===== config.mk =====
export PLATFORM = sky130hd
export DESIGN_NAME = uart_tx_arbiter_flat
export DESIGN_NICKNAME = d
export VERILOG_FILES = /design/src/rtl/uart_pkg.sv /design/src/rtl/uart_tx_arbiter_if.sv /design/src/rtl/uart_rr_arbiter.sv /design/src/rtl/uart_tx_arbiter.sv /design/src/flat_wrapper.sv
export SDC_FILE = /design/constraint.sdc
export NUM_CORES = 1
export LEC_CHECK = 0
export ABC_AREA = 0
export BUFFER_PORTS_ARGS = -buffer_cell sky130_fd_sc_hd__buf_2
export CORE_MARGIN = 5
export CORE_UTILIZATION = 24
export DETAILED_ROUTE_END_ITERATION = 10
export RECOVER_POWER = 50
export REMOVE_ABC_BUFFERS = 1
export SKIP_CTS_REPAIR_TIMING = 1
export SLEW_MARGIN = 20
export SYNTH_ARGS = -nofsm -noshare
export SYNTH_HDL_FRONTEND = slang
export SYNTH_SLANG_ARGS = --single-unit

===== constraint.sdc =====
create_clock -name Clk -period 1.8 [get_ports Clk]
set_input_delay 0.27 -clock Clk [delete_from_list [all_inputs] [get_ports Clk]]
set_output_delay 0.27 -clock Clk [all_outputs]
set_load 0.01 [all_outputs]

===== src/rtl/uart_pkg.sv =====
// Shared types for the UART transmit arbiter.
// Holds the FSM state encoding and the data width.
package uart_pkg;

  localparam int UART_DATA_W = 8;

  typedef enum logic [1:0] {
    IDLE,
    WAIT_LOW,
    WAIT_HIGH
  } uart_arb_state_t;

  function automatic int idw(input int n);
    return (n > 1) ? $clog2(n) : 1;
  endfunction

endpackage


===== src/rtl/uart_tx_arbiter_if.sv =====
// Requester and uart_tx side signals of the arbiter.
// The slave modport is the arbiter; master is its environment.
interface uart_tx_arbiter_if #(
  parameter int NUM_REQ = 2
) ();
  import uart_pkg::*;

  localparam int IDW = idw(NUM_REQ);

  logic [NUM_REQ-1:0]             Req;
  logic [NUM_REQ*UART_DATA_W-1:0] Data;
  logic [NUM_REQ-1:0]             Ack;
  logic [NUM_REQ-1:0]             Done;
  logic                           Error;
  logic                           Busy;
  logic [IDW-1:0]                 Grant_Id;
  logic [UART_DATA_W-1:0]         TX_Data;
  logic                           TX_Start;
  logic                           TX_EOT;

  modport slave (
    input  Req, Data, TX_EOT,
    output Ack, Done, Error, Busy,
    output Grant_Id, TX_Data, TX_Start
  );

  modport master (
    output Req, Data, TX_EOT,
    input  Ack, Done, Error, Busy,
    input  Grant_Id, TX_Data, TX_Start
  );

endinterface


===== src/rtl/uart_rr_arbiter.sv =====
// Combinational round-robin pick: search starts just above ptr.
// Rotate, take the lowest set bit, then map back to an index.
module uart_rr_arbiter
  import uart_pkg::*;
#(
  parameter int NUM_REQ = 2,
  parameter int IDW     = idw(NUM_REQ)
) (
  input  logic [NUM_REQ-1:0] Req,
  input  logic [IDW-1:0]     ptr,
  output logic               Valid,
  output logic [IDW-1:0]     Winner
);

  logic [2*NUM_REQ-1:0] dbl;
  logic [NUM_REQ-1:0]   rot;
  int                   off;
  int                   sum;

  always_comb begin
    dbl = {Req, Req};
    rot = NUM_REQ'(dbl >> (int'(ptr) + 1));
    off = 0;
    for (int k = NUM_REQ - 1; k >= 0; k--) begin
      if (rot[k]) off = k;
    end
    sum = int'(ptr) + 1 + off;
    if (sum >= NUM_REQ) sum = sum - NUM_REQ;
    Valid  = |Req;
    Winner = IDW'(sum);
  end

endmodule


===== src/rtl/uart_tx_arbiter.sv =====
// Shares one uart_tx between NUM_REQ byte requesters, round-robin.
// Tracks EOT over the frame and reports Done or a start timeout.
module uart_tx_arbiter
  import uart_pkg::*;
#(
  parameter int NUM_REQ       = 2,
  parameter int FREQ_CLK      = 100_000_000,
  parameter int START_TIMEOUT = 16
) (
  input logic              Clk,
  input logic              Rst,
  uart_tx_arbiter_if.slave bus
);

  localparam int IDW = idw(NUM_REQ);
  localparam int CW  = $clog2(START_TIMEOUT + 1);

  if (NUM_REQ < 2 || NUM_REQ > 8) begin : g_bad_num_req
    $error("NUM_REQ must be 2..8");
  end
  if (FREQ_CLK <= 0) begin : g_bad_freq
    $error("FREQ_CLK must be positive");
  end

  uart_arb_state_t        state_q;
  logic [CW-1:0]          cnt_q;
  logic [CW-1:0]          cnt_d;
  logic [IDW-1:0]         ptr_q;
  logic [IDW-1:0]         grant_q;
  logic [UART_DATA_W-1:0] txd_q;
  logic                   start_q;
  logic [NUM_REQ-1:0]     ack_q;
  logic [NUM_REQ-1:0]     done_q;
  logic                   err_q;
  logic                   valid;
  logic [IDW-1:0]         winner;

  uart_rr_arbiter #(
    .NUM_REQ(NUM_REQ),
    .IDW    (IDW)
  ) u_rr (
    .Req   (bus.Req),
    .ptr   (ptr_q),
    .Valid (valid),
    .Winner(winner)
  );

  assign cnt_d = cnt_q + 1'b1;

  always_ff @(posedge Clk or posedge Rst) begin
    if (Rst) begin
      state_q <= IDLE;
      cnt_q   <= '0;
      ptr_q   <= IDW'(NUM_REQ - 1);
      grant_q <= '0;
      txd_q   <= '0;
      start_q <= 1'b0;
      ack_q   <= '0;
      done_q  <= '0;
      err_q   <= 1'b0;
    end else begin
      start_q <= 1'b0;
      ack_q   <= '0;
      done_q  <= '0;
      err_q   <= 1'b0;
      unique case (state_q)
        IDLE: begin
          // EOT low here means uart_tx is busy with someone else's frame
          if (bus.TX_EOT && valid) begin
            txd_q <= bus.Data[int'(winner)*UART_DATA_W +: UART_DATA_W];
            start_q        <= 1'b1;
            ack_q[winner]  <= 1'b1;
            grant_q        <= winner;
            ptr_q          <= winner;
            cnt_q          <= '0;
            state_q        <= WAIT_LOW;
          end
        end
        WAIT_LOW: begin
          if (!bus.TX_EOT) begin
            state_q <= WAIT_HIGH;
          end else begin
            cnt_q <= cnt_d;
            if (cnt_d == CW'(START_TIMEOUT)) begin
              err_q   <= 1'b1;
              state_q <= IDLE;
            end
          end
        end
        WAIT_HIGH: begin
          if (bus.TX_EOT) begin
            done_q[grant_q] <= 1'b1;
            state_q         <= IDLE;
          end
        end
        default: state_q <= IDLE;
      endcase
    end
  end

  assign bus.Ack      = ack_q;
  assign bus.Done     = done_q;
  assign bus.Error    = err_q;
  assign bus.Busy     = (state_q != IDLE);
  assign bus.Grant_Id = grant_q;
  assign bus.TX_Data  = txd_q;
  assign bus.TX_Start = start_q;

endmodule


===== src/flat_wrapper.sv =====
// flat-port wrapper written by rule: the top's interface ports become plain ports
module uart_tx_arbiter_flat import uart_pkg::*;
#(
  parameter int NUM_REQ       = 2,
  parameter int FREQ_CLK      = 100_000_000,
  parameter int START_TIMEOUT = 16
)
  (Clk, Rst, bus_Req, bus_Data, bus_TX_EOT, bus_Ack, bus_Done, bus_Error, bus_Busy, bus_Grant_Id, bus_TX_Data, bus_TX_Start);
  uart_tx_arbiter_if #(.NUM_REQ(NUM_REQ)) bus_i ();
  input logic Clk;
  input logic Rst;
  input wire logic [$bits(bus_i.Req)-1:0] bus_Req;
  input wire logic [$bits(bus_i.Data)-1:0] bus_Data;
  input wire logic [$bits(bus_i.TX_EOT)-1:0] bus_TX_EOT;
  output wire logic [$bits(bus_i.Ack)-1:0] bus_Ack;
  output wire logic [$bits(bus_i.Done)-1:0] bus_Done;
  output wire logic [$bits(bus_i.Error)-1:0] bus_Error;
  output wire logic [$bits(bus_i.Busy)-1:0] bus_Busy;
  output wire logic [$bits(bus_i.Grant_Id)-1:0] bus_Grant_Id;
  output wire logic [$bits(bus_i.TX_Data)-1:0] bus_TX_Data;
  output wire logic [$bits(bus_i.TX_Start)-1:0] bus_TX_Start;
  assign bus_i.Req = bus_Req;
  assign bus_i.Data = bus_Data;
  assign bus_i.TX_EOT = bus_TX_EOT;
  assign bus_Ack = bus_i.Ack;
  assign bus_Done = bus_i.Done;
  assign bus_Error = bus_i.Error;
  assign bus_Busy = bus_i.Busy;
  assign bus_Grant_Id = bus_i.Grant_Id;
  assign bus_TX_Data = bus_i.TX_Data;
  assign bus_TX_Start = bus_i.TX_Start;
  uart_tx_arbiter #(.NUM_REQ(NUM_REQ), .FREQ_CLK(FREQ_CLK), .START_TIMEOUT(START_TIMEOUT)) u_core (.Clk(Clk), .Rst(Rst), .bus(bus_i));
endmodule

# ---- Word level (Yosys, flattened, before mapping)
# Cells that the tools add are included.
dict set report word_totals {
  regBits 23
  in_bits 21
  out_inout_bits 16
  elab_cells 61
}
dict set report op_classes {
  addsub 4
  n_lt_le_gt_ge 5
  n_eq_ne 7
  shift 2
  muxes 24
  n_reduce_logical 10
}
# op count
set ops {}
lappend ops {{adder 3 x 32 -> 32 bit} 1}
lappend ops {{greater-or-equal comparator 32 x 3 -> 1 bit, second input constant} 1}
lappend ops {{two-way mux 32 bit} 1}
lappend ops {{right shift 4 x 32 -> 2 bit} 1}
lappend ops {{two-way mux 2 bit} 8}
lappend ops {{indexed part select 16 x 5 -> 8 bit} 1}
lappend ops {{two-way mux 5 bit} 2}
lappend ops {{case mux 5 bit (2 select lines)} 1}
lappend ops {{two-way mux 1 bit} 9}
lappend ops {{case mux 2 bit (3 select lines)} 1}
lappend ops {{AND reduction 3 bit} 2}
lappend ops {{adder 5 x 1 -> 5 bit, second input constant} 1}
lappend ops {{equality test 5 bit, second input constant} 1}
lappend ops {{< comparator 1 x 2 -> 1 bit, second input constant} 2}
lappend ops {{inequality test 2 bit, second input constant} 2}
lappend ops {{nonzero test 2 bit} 2}
lappend ops {{logical AND 1 bit} 3}
lappend ops {{inequality test 3 x 2 -> 1 bit, second input constant} 1}
lappend ops {{adder 1 x 1 -> 2 bit, second input constant} 1}
lappend ops {{demux 1 bit (select 1 bit)} 2}
lappend ops {{equality test 2 x 1 -> 1 bit, second input constant} 1}
lappend ops {{equality test 2 bit, second input constant} 1}
lappend ops {{greater-or-equal comparator 1 bit, second input constant} 2}
lappend ops {{logical NOT 2 bit} 1}
lappend ops {{other kinds (4)} 4}

# ---- Logic depth before layout (Yosys ltp)
# Gate-level depths: netlist of the first run.
dict set report logic_depth {
  word_depth 13
  mapped_depth 5
  mapped_depth_nobuf 4
}

# ---- Hierarchy
# From an unflattened synthesis of the first run, not the netlist that was laid out.
dict set report unflattened {
  hier_cells 95
  hier_area_um2 1051.0
}
# mod n_inst cells_each area_per_inst_um2 seq_area_each_um2
set by_module_without_submodules {}
lappend by_module_without_submodules {uart_tx_arbiter 1 91 1026.0 576.8}
lappend by_module_without_submodules {uart_rr_arbiter 1 4 25.0 0.0}

# ---- Worst setup path before layout of the first run
# Ideal clock, no wire load.
dict set report synth_path {
  kind {register to register}
  start {reg u_core.ptr_q}
  end {reg u_core.txd_q[0] (netlist: u_core.bus.TX_Data[0])}
  setup_time_ns 0.126
  arrival_ns 1.072
  required_time_ns 1.674
  slack_ns 0.603
  stages_incl_launch_ff 5
  n_path_buf 1
  period_less_slack_ns 1.197
  cell_sequence {dfstp_2 maj3_2 buf_6 mux2i_1 a21oi_1}
}
dict set report synth_between {
  elab_chain_cells 8
  word_cells_on_any_way 9
  classes_between {add/sub (3); order compare (1); shift (2); mux (3)}
}
# element line_no
set synth_lines {}
lappend synth_lines {{start, declared} uart_tx_arbiter.sv:28} ;# logic [IDW-1:0] ptr_q;
lappend synth_lines {{start signal, assigned} uart_tx_arbiter.sv:54} ;# ptr_q <= IDW'(NUM_REQ - 1);
lappend synth_lines {{start signal, assigned} uart_tx_arbiter.sv:74} ;# ptr_q <= winner;
lappend synth_lines {{adder 1 x 1 -> 2 bit (*)} {uart_rr_arbiter.sv:22, uart_rr_arbiter.sv:27}}
lappend synth_lines {{right shift 4 x 32 -> 2 bit} uart_rr_arbiter.sv:22} ;# rot = NUM_REQ'(dbl >> (int'(ptr) + 1));
lappend synth_lines {{two-way mux 1 bit} uart_rr_arbiter.sv:25} ;# if (rot[k]) off = k;
lappend synth_lines {{two-way mux 32 bit} uart_rr_arbiter.sv:25}
lappend synth_lines {{adder 3 x 32 -> 32 bit (*)} uart_rr_arbiter.sv:27} ;# sum = int'(ptr) + 1 + off;
lappend synth_lines {{greater-or-equal comparator 32 x 3 -> 1 bit or subtractor 1 bit (tied branches)} uart_rr_arbiter.sv:28} ;# if (sum >= NUM_REQ) sum = sum - NUM_REQ;
lappend synth_lines {{two-way mux 1 bit (*)} uart_rr_arbiter.sv:28}
lappend synth_lines {{indexed part select 16 x 5 -> 8 bit (*)} uart_tx_arbiter.sv:70} ;# txd_q <= bus.Data[int'(winner)*UART_DATA_W +: UART_DATA_W];
lappend synth_lines {{end signal, assigned} uart_tx_arbiter.sv:70}
lappend synth_lines {{end, declared} uart_tx_arbiter.sv:30} ;# logic [UART_DATA_W-1:0] txd_q;
# Every way passes the cells marked *; elsewhere a longest branch is shown, timed or not.
# A chain may end at the register's enable or synchronous reset.

# ---- Worst setup path after layout of the first run
dict set report layout_path {
  start {reg u_core.state_q[1]}
  end {out bus_Busy}
}
dict set report layout_between {
  elab_chain_cells 1
}
# element line_no
set layout_lines {}
lappend layout_lines {{start, declared} uart_tx_arbiter.sv:25} ;# uart_arb_state_t state_q;
lappend layout_lines {{start signal, assigned} uart_tx_arbiter.sv:52} ;# state_q <= IDLE;
lappend layout_lines {{start signal, assigned} uart_tx_arbiter.sv:76} ;# state_q <= WAIT_LOW;
lappend layout_lines {{start signal, assigned} uart_tx_arbiter.sv:81} ;# state_q <= WAIT_HIGH;
lappend layout_lines {{nonzero test 2 bit} uart_tx_arbiter.sv:104} ;# assign bus.Busy = (state_q != IDLE);
lappend layout_lines {{end, declared} flat_wrapper.sv:18} ;# output wire logic [$bits(bus_i.Busy)-1:0] bus_Busy;
# Every way passes these cells.

==> results of run 1 <==
[power by group]
| group | internal (uW) | total [uW] | switching (uW) |
|---|---|---|---|
| Clock | 157 | 310 | 153 |
| Sequential | 695 | 824 | 129 |
| Combinational | 298 | 649 | 351 |
[area by class of cell]
cell class,count,area (um^2),area share [%]
multi-input combinational,65,418,31.8
clock buffer,4,45.0,3.43
inverter,6,22.5,1.72
timing repair buffer,38,185,14.1
tap,52,65.1,4.96
sequential,23,577,43.9
[synth_stat cells (2+ instances only)]
| cell | n |
|---|---|
| a21oi_1 | 9 |
| buf_2 | 2 |
| dfrtp_1 | 22 |
| inv_1 | 6 |
| mux2i_1 | 8 |
| nand2_1 | 5 |
| nor2_1 | 14 |
| nor2_2 | 2 |
| nor2b_1 | 2 |
| nor3_1 | 3 |
| o21ai_0 | 3 |
| o21ai_1 | 2 |
| xnor2_1 | 2 |
[per-layer routing]
metal  vias up  share of wire [%]
li1        405                  -
met1       349                 49
met3         0                9.9
met4         0                  0
met2        30                 41
met5         -                  0
[worst max-delay path, delay by kind of cell (launching register included)]
family	cells	cell delay [ns]
buffers and inverters	1	0.14
DFF	1	0.46
and+or+nand+nor	1	0.30
[worst max path at each step]
stage / end / cells after the start / slack [ns] / from
after floorplan: u_core.bus.Grant_Id / 4 / 0.37 / u_core.state_q[0]
after global routing: bus_Busy / 2 / 0.32 / u_core.state_q[1]
after global placement: u_core.bus.TX_Data[6] / 3 / 0.48 / u_core.ptr_q
after CTS: bus_Busy / 2 / 0.36 / u_core.state_q[1]
final: bus_Busy / 2 / 0.38 / u_core.state_q[1]
after detailed placement: u_core.bus.TX_Data[7] / 3 / 0.46 / u_core.ptr_q
[per-stage QoR]
stage                     total power, uW  area [um^2]  setup WS (ns)  std cells
after global routing                 1930         1310          0.325        188
after CTS                            1820         1320          0.360        188
after floorplan                      1250         1020          0.367         94
after detailed placement             1500         1280          0.460        184
final                                1780         1310          0.378        188
after global placement               1490         1280          0.480        184
[flip-flops by register name, indices dropped and copies added, names as in the netlist, 2 cells and up]
register	cells
u_core.cnt_q	5
u_core.bus.TX_Data	8
u_core.bus.Ack	2
u_core.state_q	2
u_core.bus.Done	2
[kinds of logic after synthesis]
logic type	after synthesis	synth area share (%)
simple gates	34	18.2
buf+inv	9	4.22
fa+ha+maj	2	2.29
mux	8	7.71
xor+xnor	2	1.69
flops	23	55.5
compound gates	19	10.4
==> results_dict.tcl, run 1 <==
set metrics [dict create \
    worstPathArrival_ns 1.15 \
    syn2layout_area_growth_pct 26.4 \
    initialDrtViolationCount 23 \
    tightest_slew_ns 1.22 \
    use_met1_pct 9.97 \
    finalCriticalPeriod_ns 1.42 \
    routed_wl_mm 2.03 \
    drv_slew 0 \
    r2r_setup_slack_ns 0.45 \
    place.gp.congestion 0.722 \
    cts_tree "done" \
    postSynthAreaPerCell_um2 10.7 \
    drc 0 \
    synth-edff-count 0 \
    fin_util_pct 30.8 \
    hold_depth 2 \
    synth_cell_types 30 \
    final_hold_viol_count 0 \
    min_from "bus_TX_EOT" \
    fin_crit_sh_pct 79.0 \
    synthCells 97 \
    fin_nets 159 \
    cts_buffers 3 \
    h-tree-depth 1 \
    netlist.area_leader.share_pct 53.0 \
    vias_per_cell 4.17 \
    synth.area.top_cells "dfrtp_1 53%, mux2i_1 7.7%, nor2_1 5.1%" \
    yosysTopAreaCell "dfrtp_1" \
    die_area_um2 5740 \
    vias 784 \
    root_buffer "clkbuf_8" \
    die_h_um 75.8 \
    setup_viol 0 \
    slowest_delay_ns 0.46 \
    reg2reg_depth 3 \
    power.density_nw_per_um2 1360 \
    critPathLaunchType "register" \
    ys_warn_count 0 \
    antenna_found_initial 0 \
    yosysSeqAreaShare_pct 55.5 \
    postSynth.asyncResetShare_pct 100 \
    p_leak_uw 0.000628 \
    most-common-layout-cells "31 x buf_2, 22 x dfrtp_1, 14 x nor2_1" \
    nFillCells 461 \
    crit_fanout 5 \
    synth_flop_cell "dfrtp_1" \
    syn_area_um2 1040 \
    rsz0062_at_grt "false" \
    tns_ns 0 \
    holdWs_ns 0.239 \
    clock.fmax_mhz 703 \
    grt_usage_pct 7.39 \
    io_pins 37 \
    maxCapViolCount 0 \
    clkSlewWorstSetupHoldPaths_ns 0.08 \
    critPathRequiredTime_ns 1.53 \
    gr-total-overflow 0 \
    cp_slowest_cell "dfrtp_1" \
    hold_end "u_core.state_q[1]" \
    gr-usage-met3_pct 3.17 \
    initial_core_util_pct 24.4 \
    rows 24 \
    clock_path_buffers 2 \
    top_usage_layer "met2" \
    yosys_register_bits 23 \
    drive_gt1_share_pct 32.4 \
    drt-wirelength-per-cell_um 10.8 \
    num_antenna_cells 0 \
    r2r-start "u_core.ptr_q" \
    die_w_um 75.8 \
    grt_pass1_vias 746 \
    firstDrtPassIters 4 \
    fin_worst_skew_ns 0.00524 \
    status "finished, final reports clean" \
    grtUsageMet2_pct 11.2 \
    slew_headroom_pct 19.0 \
    io_buffer_count 36 \
    worstSetupEndpointType "output port" \
    worst-setup-path-type "register to output port" \
    path_cells "or2_2, buf_2" \
    hold_class "input pin to register" \
    cts_sinks 23 \
    layout_commonest_cell "buf_2" \
    peakVddDrop_mv 0.621 \
    r2r_end "u_core.bus.TX_Data[7]" \
    grt_max_degree 24 \
    ant_nets 0 \
    grt_pass1_wl_mm 3.32 \
    core_area_um2 4260 \
    clk_latency_ns 0.26 \
    dpl.hpwl_mm 1.53 \
]
No activity file was read; power rests on OpenSTA's default activity.
==> inputs of run 2 (changes only) <==
clock period = 1.4 ns   (was 1.8 ns; I/O delays follow)
==> run 2 against run 1 <==
Final area rose by 1.7%. Critical path depth did not move. Wire length rose by 0.74%. Worst setup slack got worse by 0.33 ns. First-iteration DRC count rose by 4.3%. Sequential power rose by 29%. Core utilization rose by 0.53 points. Sequential share of layout area fell by 0.65 points. Final cell count rose by 1.1%. Flip-flop and latch count did not move. Largest power group unchanged.
==> results_dict.tcl, run 2 (synthesized netlist as in run 1, its figures left out) <==
set metrics [dict create \
    status "finished, final reports clean" \
    r2r-start "u_core.state_q[0]" \
    cts_buffers 3 \
    worstSetupEndpointType "output port" \
    initial_core_util_pct 24.4 \
    crit_path_start "u_core.state_q[0]" \
    drc 0 \
    drt-wirelength-per-cell_um 10.8 \
    clock.fmax_mhz 739 \
    maxCapViolCount 0 \
    syn2layout_area_growth_pct 28.6 \
    fin_crit_sh_pct 96.6 \
    rsz0062_at_grt "false" \
    gr-total-overflow 0 \
    most-common-layout-cells "32 x buf_2, 21 x dfrtp_1, 14 x nor2_1" \
    die_area_um2 5740 \
    drive_gt1_share_pct 36.2 \
    fin_cells 190 \
    place.gp.congestion 0.714 \
    dp.cells 186 \
    tightest_slew_ns 0.575 \
    clkSlewWorstSetupHoldPaths_ns 0.08 \
    io_buffer_count 36 \
    vias_per_cell 4.24 \
    setup_viol 0 \
    worst-setup-path-type "register to output port" \
    grt_pass1_vias 799 \
    peakVddDrop_mv 0.768 \
    routed_wl_mm 2.04 \
    grt_max_degree 24 \
    fin_util_pct 31.3 \
    antenna_found_initial 0 \
    slowest_delay_ns 0.44 \
    p_leak_uw 0.000647 \
    critPathLaunchType "register" \
    num_antenna_cells 0 \
    vias 806 \
    finalCriticalPeriod_ns 1.35 \
    ant_nets 0 \
    crit_fanout 5 \
    grt_pass1_wl_mm 3.36 \
    path_cells "or2_2, buf_2" \
    path_buf_inv 1 \
    h-tree-depth 1 \
    crit_family "flip-flops" \
    power.density_nw_per_um2 1750 \
    rows 24 \
    fin_nets 161 \
    worstPathArrival_ns 1.14 \
    largest_reg_flops 8 \
    final_hold_viol_count 0 \
    firstDrtPassIters 5 \
    fin_worst_skew_ns 0.00144 \
    grt_usage_pct 7.55 \
    die_h_um 75.8 \
    dpl.hpwl_mm 1.59 \
    io_pins 37 \
    slew_headroom_pct 61.6 \
    layout_commonest_cell "buf_2" \
    initialDrtViolationCount 24 \
    critPathRequiredTime_ns 1.19 \
    root_buffer "clkbuf_8" \
    hold_class "input pin to async pin" \
    cts_tree "done" \
    cts_sinks 23 \
    clk_latency_ns 0.26 \
    core_area_um2 4260 \
    die_w_um 75.8 \
    clock_path_buffers 2 \
    cp_slowest_cell "dfrtp_1" \
    drv_slew 0 \
]
==> run 2: path summary, 6_finish.rpt <==
check / endpoint / slack (ns) / cells after the start
worst max-delay path: bus_Busy / 0.05 / 2
worst min-delay path: u_core.bus.TX_Data[1] / 0.07 / 3
worst max register to register: u_core.bus.TX_Data[7] / 0.16 / 5
worst min register to register: u_core.cnt_q[4] / 0.49 / 1
max in group asynchronous: u_core.state_q[1] / 0.92 / 3
min in group Clk: u_core.state_q[1] / 0.18 / 2
==> run 2: final cells by class <==
| type | count | area (um^2) |
|---|---|---|
| sequential | 23 | 578 |
| fill | 457 | 2930 |
| clock inverter | 1 | 5.00 |
| clock buffer | 3 | 41.3 |
| multi-input combinational | 65 | 420 |
| timing repair buffer | 40 | 203 |
| inverter | 6 | 22.5 |
| tap | 52 | 65.1 |
==> run 2: per-layer routing <==
layer  vias up  wire length, um  global-route usage (%)
li1        409                -                       -
met1       363              951                    9.89
met2        34              853                    11.3
met3         0              240                    3.56
met4         0                0                    1.75
met5         -                0                       0
==> run 2: tightest hold or removal path, cell delays in order <==
cell and delay [ns]:
buf_2 0.10, inv_1 0.04, clkbuf_2 0.46
==> run 2: where the power goes <==
group / total (uW) / leakage, uW / switching, uW / internal [uW]
Combinational: 871 / 0.000338 / 462 / 409
Clock: 408 / 0.0000255 / 210 / 198
Sequential: 1060 / 0.000283 / 164 / 895
==> run 2: stage by stage <==
step                      setup TNS (ns)  area, um^2  setup WS, ns  total power (uW)  hold slack (ns)
after floorplan                  -0.0330        1020       -0.0330              1600            0.211
after detailed placement               0        1290        0.0755              1950            0.269
after global placement                 0        1290        0.0849              1940            0.269
final                                  0        1340        0.0474              2340           0.0740
after CTS                              0        1340        0.0267              2370          -0.0207
after global routing                   0        1340       0.00732              2530            0.134
==> inputs of run 3 (changes only) <==
CORE_UTILIZATION = 30   (was 24)
clock period = 1.5 ns   (was 1.4 ns; I/O delays follow)
==> run 3 against run 2 <==
Worst hold slack improved by 0.066 ns. First-iteration DRC count rose by 88%. Global-route usage rose by 2.7 points. Core utilization rose by 7.9 points. Clock power fell by 31%.
==> results_dict.tcl, run 3 (synthesized netlist as in run 1, its figures left out) <==
set metrics [dict create \
    initialDrtViolationCount 45 \
    die_area_um2 4740 \
    rsz0062_at_grt "true" \
    drc 0 \
    layout_commonest_cell "buf_2" \
    crit_fanout 5 \
    clock_path_buffers 2 \
    cts_sinks 23 \
    root_buffer "clkbuf_4" \
    path_buf_inv 1 \
    syn2layout_area_growth_pct 25.9 \
    dp.cells 179 \
    setup_viol 0 \
    io_buffer_count 36 \
    place_area_um2 1280 \
    vias_per_cell 4.43 \
    die_h_um 68.8 \
    fin_crit_sh_pct 94.8 \
    hold_class "input pin to register" \
    drt-wirelength-per-cell_um 11.7 \
    io_pins 37 \
    status "finished, final reports clean" \
    place.gp.congestion 0.726 \
    maxCapViolCount 0 \
    worst-setup-path-type "register to output port" \
    ant_nets 0 \
    crit_family "flip-flops" \
    num_antenna_cells 0 \
    grtUsageMet2_pct 17.4 \
    most-common-layout-cells "32 x buf_2, 22 x dfrtp_1, 14 x nor2_1" \
    grt_pass1_vias 848 \
    tightest_slew_ns 0.591 \
    slew_headroom_pct 60.6 \
    worstPathArrival_ns 1.20 \
    core_area_um2 3340 \
    worstSetupEndpointType "output port" \
    critPathRequiredTime_ns 1.27 \
    dpl.hpwl_mm 1.65 \
    grt_usage_pct 10.2 \
    fin_worst_skew_ns 0.0133 \
    gr-total-overflow 0 \
    cp_slowest_cell "dfrtp_1" \
    slowest_delay_ns 0.47 \
    routed_wl_mm 2.15 \
    finalCriticalPeriod_ns 1.42 \
    cts_buffers 3 \
    grt_max_degree 24 \
    peakVddDrop_mv 0.524 \
    clkSlewWorstSetupHoldPaths_ns 0.11 \
    gr-usage-met3_pct 3.89 \
    grt_pass1_wl_mm 3.66 \
    clk_latency_ns 0.31 \
    final_hold_viol_count 0 \
    drv_slew 0 \
    p_leak_uw 0.000639 \
    initial_core_util_pct 31.1 \
    antenna_found_initial 0 \
    drive_gt1_share_pct 34.8 \
    die_w_um 68.8 \
    h-tree-depth 1 \
    cts_tree "done" \
    final_area_um2 1310 \
    clock.fmax_mhz 703 \
    dp_slack_ns 0.147 \
    power.density_nw_per_um2 1580 \
    top_usage_layer "met2" \
    worst_slack_ns 0.0785 \
    fin_util_pct 39.2 \
    critPathLaunchType "register" \
    vias 815 \
    fin_nets 161 \
    use_met1_pct 12.6 \
    nFillCells 352 \
    path_cells "or2_2, buf_2" \
    tns_ns 0 \
    largest_reg_flops 8 \
    fin_cells 184 \
    firstDrtPassIters 4 \
    rows 21 \
]
-- run 3: cell type report --
class	instances	area (um^2)	share of cell area, %
clock buffer	3	22.5	1.72
clock inverter	1	5.00	0.383
inverter	6	22.5	1.72
multi-input combinational	65	418	32.0
sequential	23	577	44.1
tap	46	57.6	4.40
timing repair buffer	40	205	15.7
-- run 3: layer usage --
metal | vias to the layer above | wire (um)
met5 | - | 0
met3 | 2 | 154
li1 | 412 | -
met4 | 0 | 8
met2 | 22 | 1060
met1 | 379 | 930
-- run 3: worst paths after layout --
kind,from,to,slack (ns),cells after the start
min reg2reg,u_core.bus.Grant_Id,u_core.bus.Done[0],0.51,1
max,u_core.state_q[1],bus_Busy,0.08,2
max reg2reg,u_core.state_q[0],u_core.cnt_q[4],0.15,3
max in group asynchronous,Rst,u_core.bus.Error,0.53,4
min,bus_TX_EOT,u_core.state_q[1],0.14,2
min in group asynchronous,Rst,u_core.bus.TX_Data[2],0.57,4
-- run 3: power breakdown --
part | switching, uW | internal, uW
registers | 149 | 832
clock network | 183 | 99.6
logic | 426 | 371
-- run 3: metrics by stage --
step | power [uW] | hold slack (ns)
after floorplan | 1490 | 0.226
after global placement | 1790 | 0.276
after detailed placement | 1810 | 0.285
after CTS | 2100 | -0.0808
after global routing | 2250 | 0.132
final | 2060 | 0.140
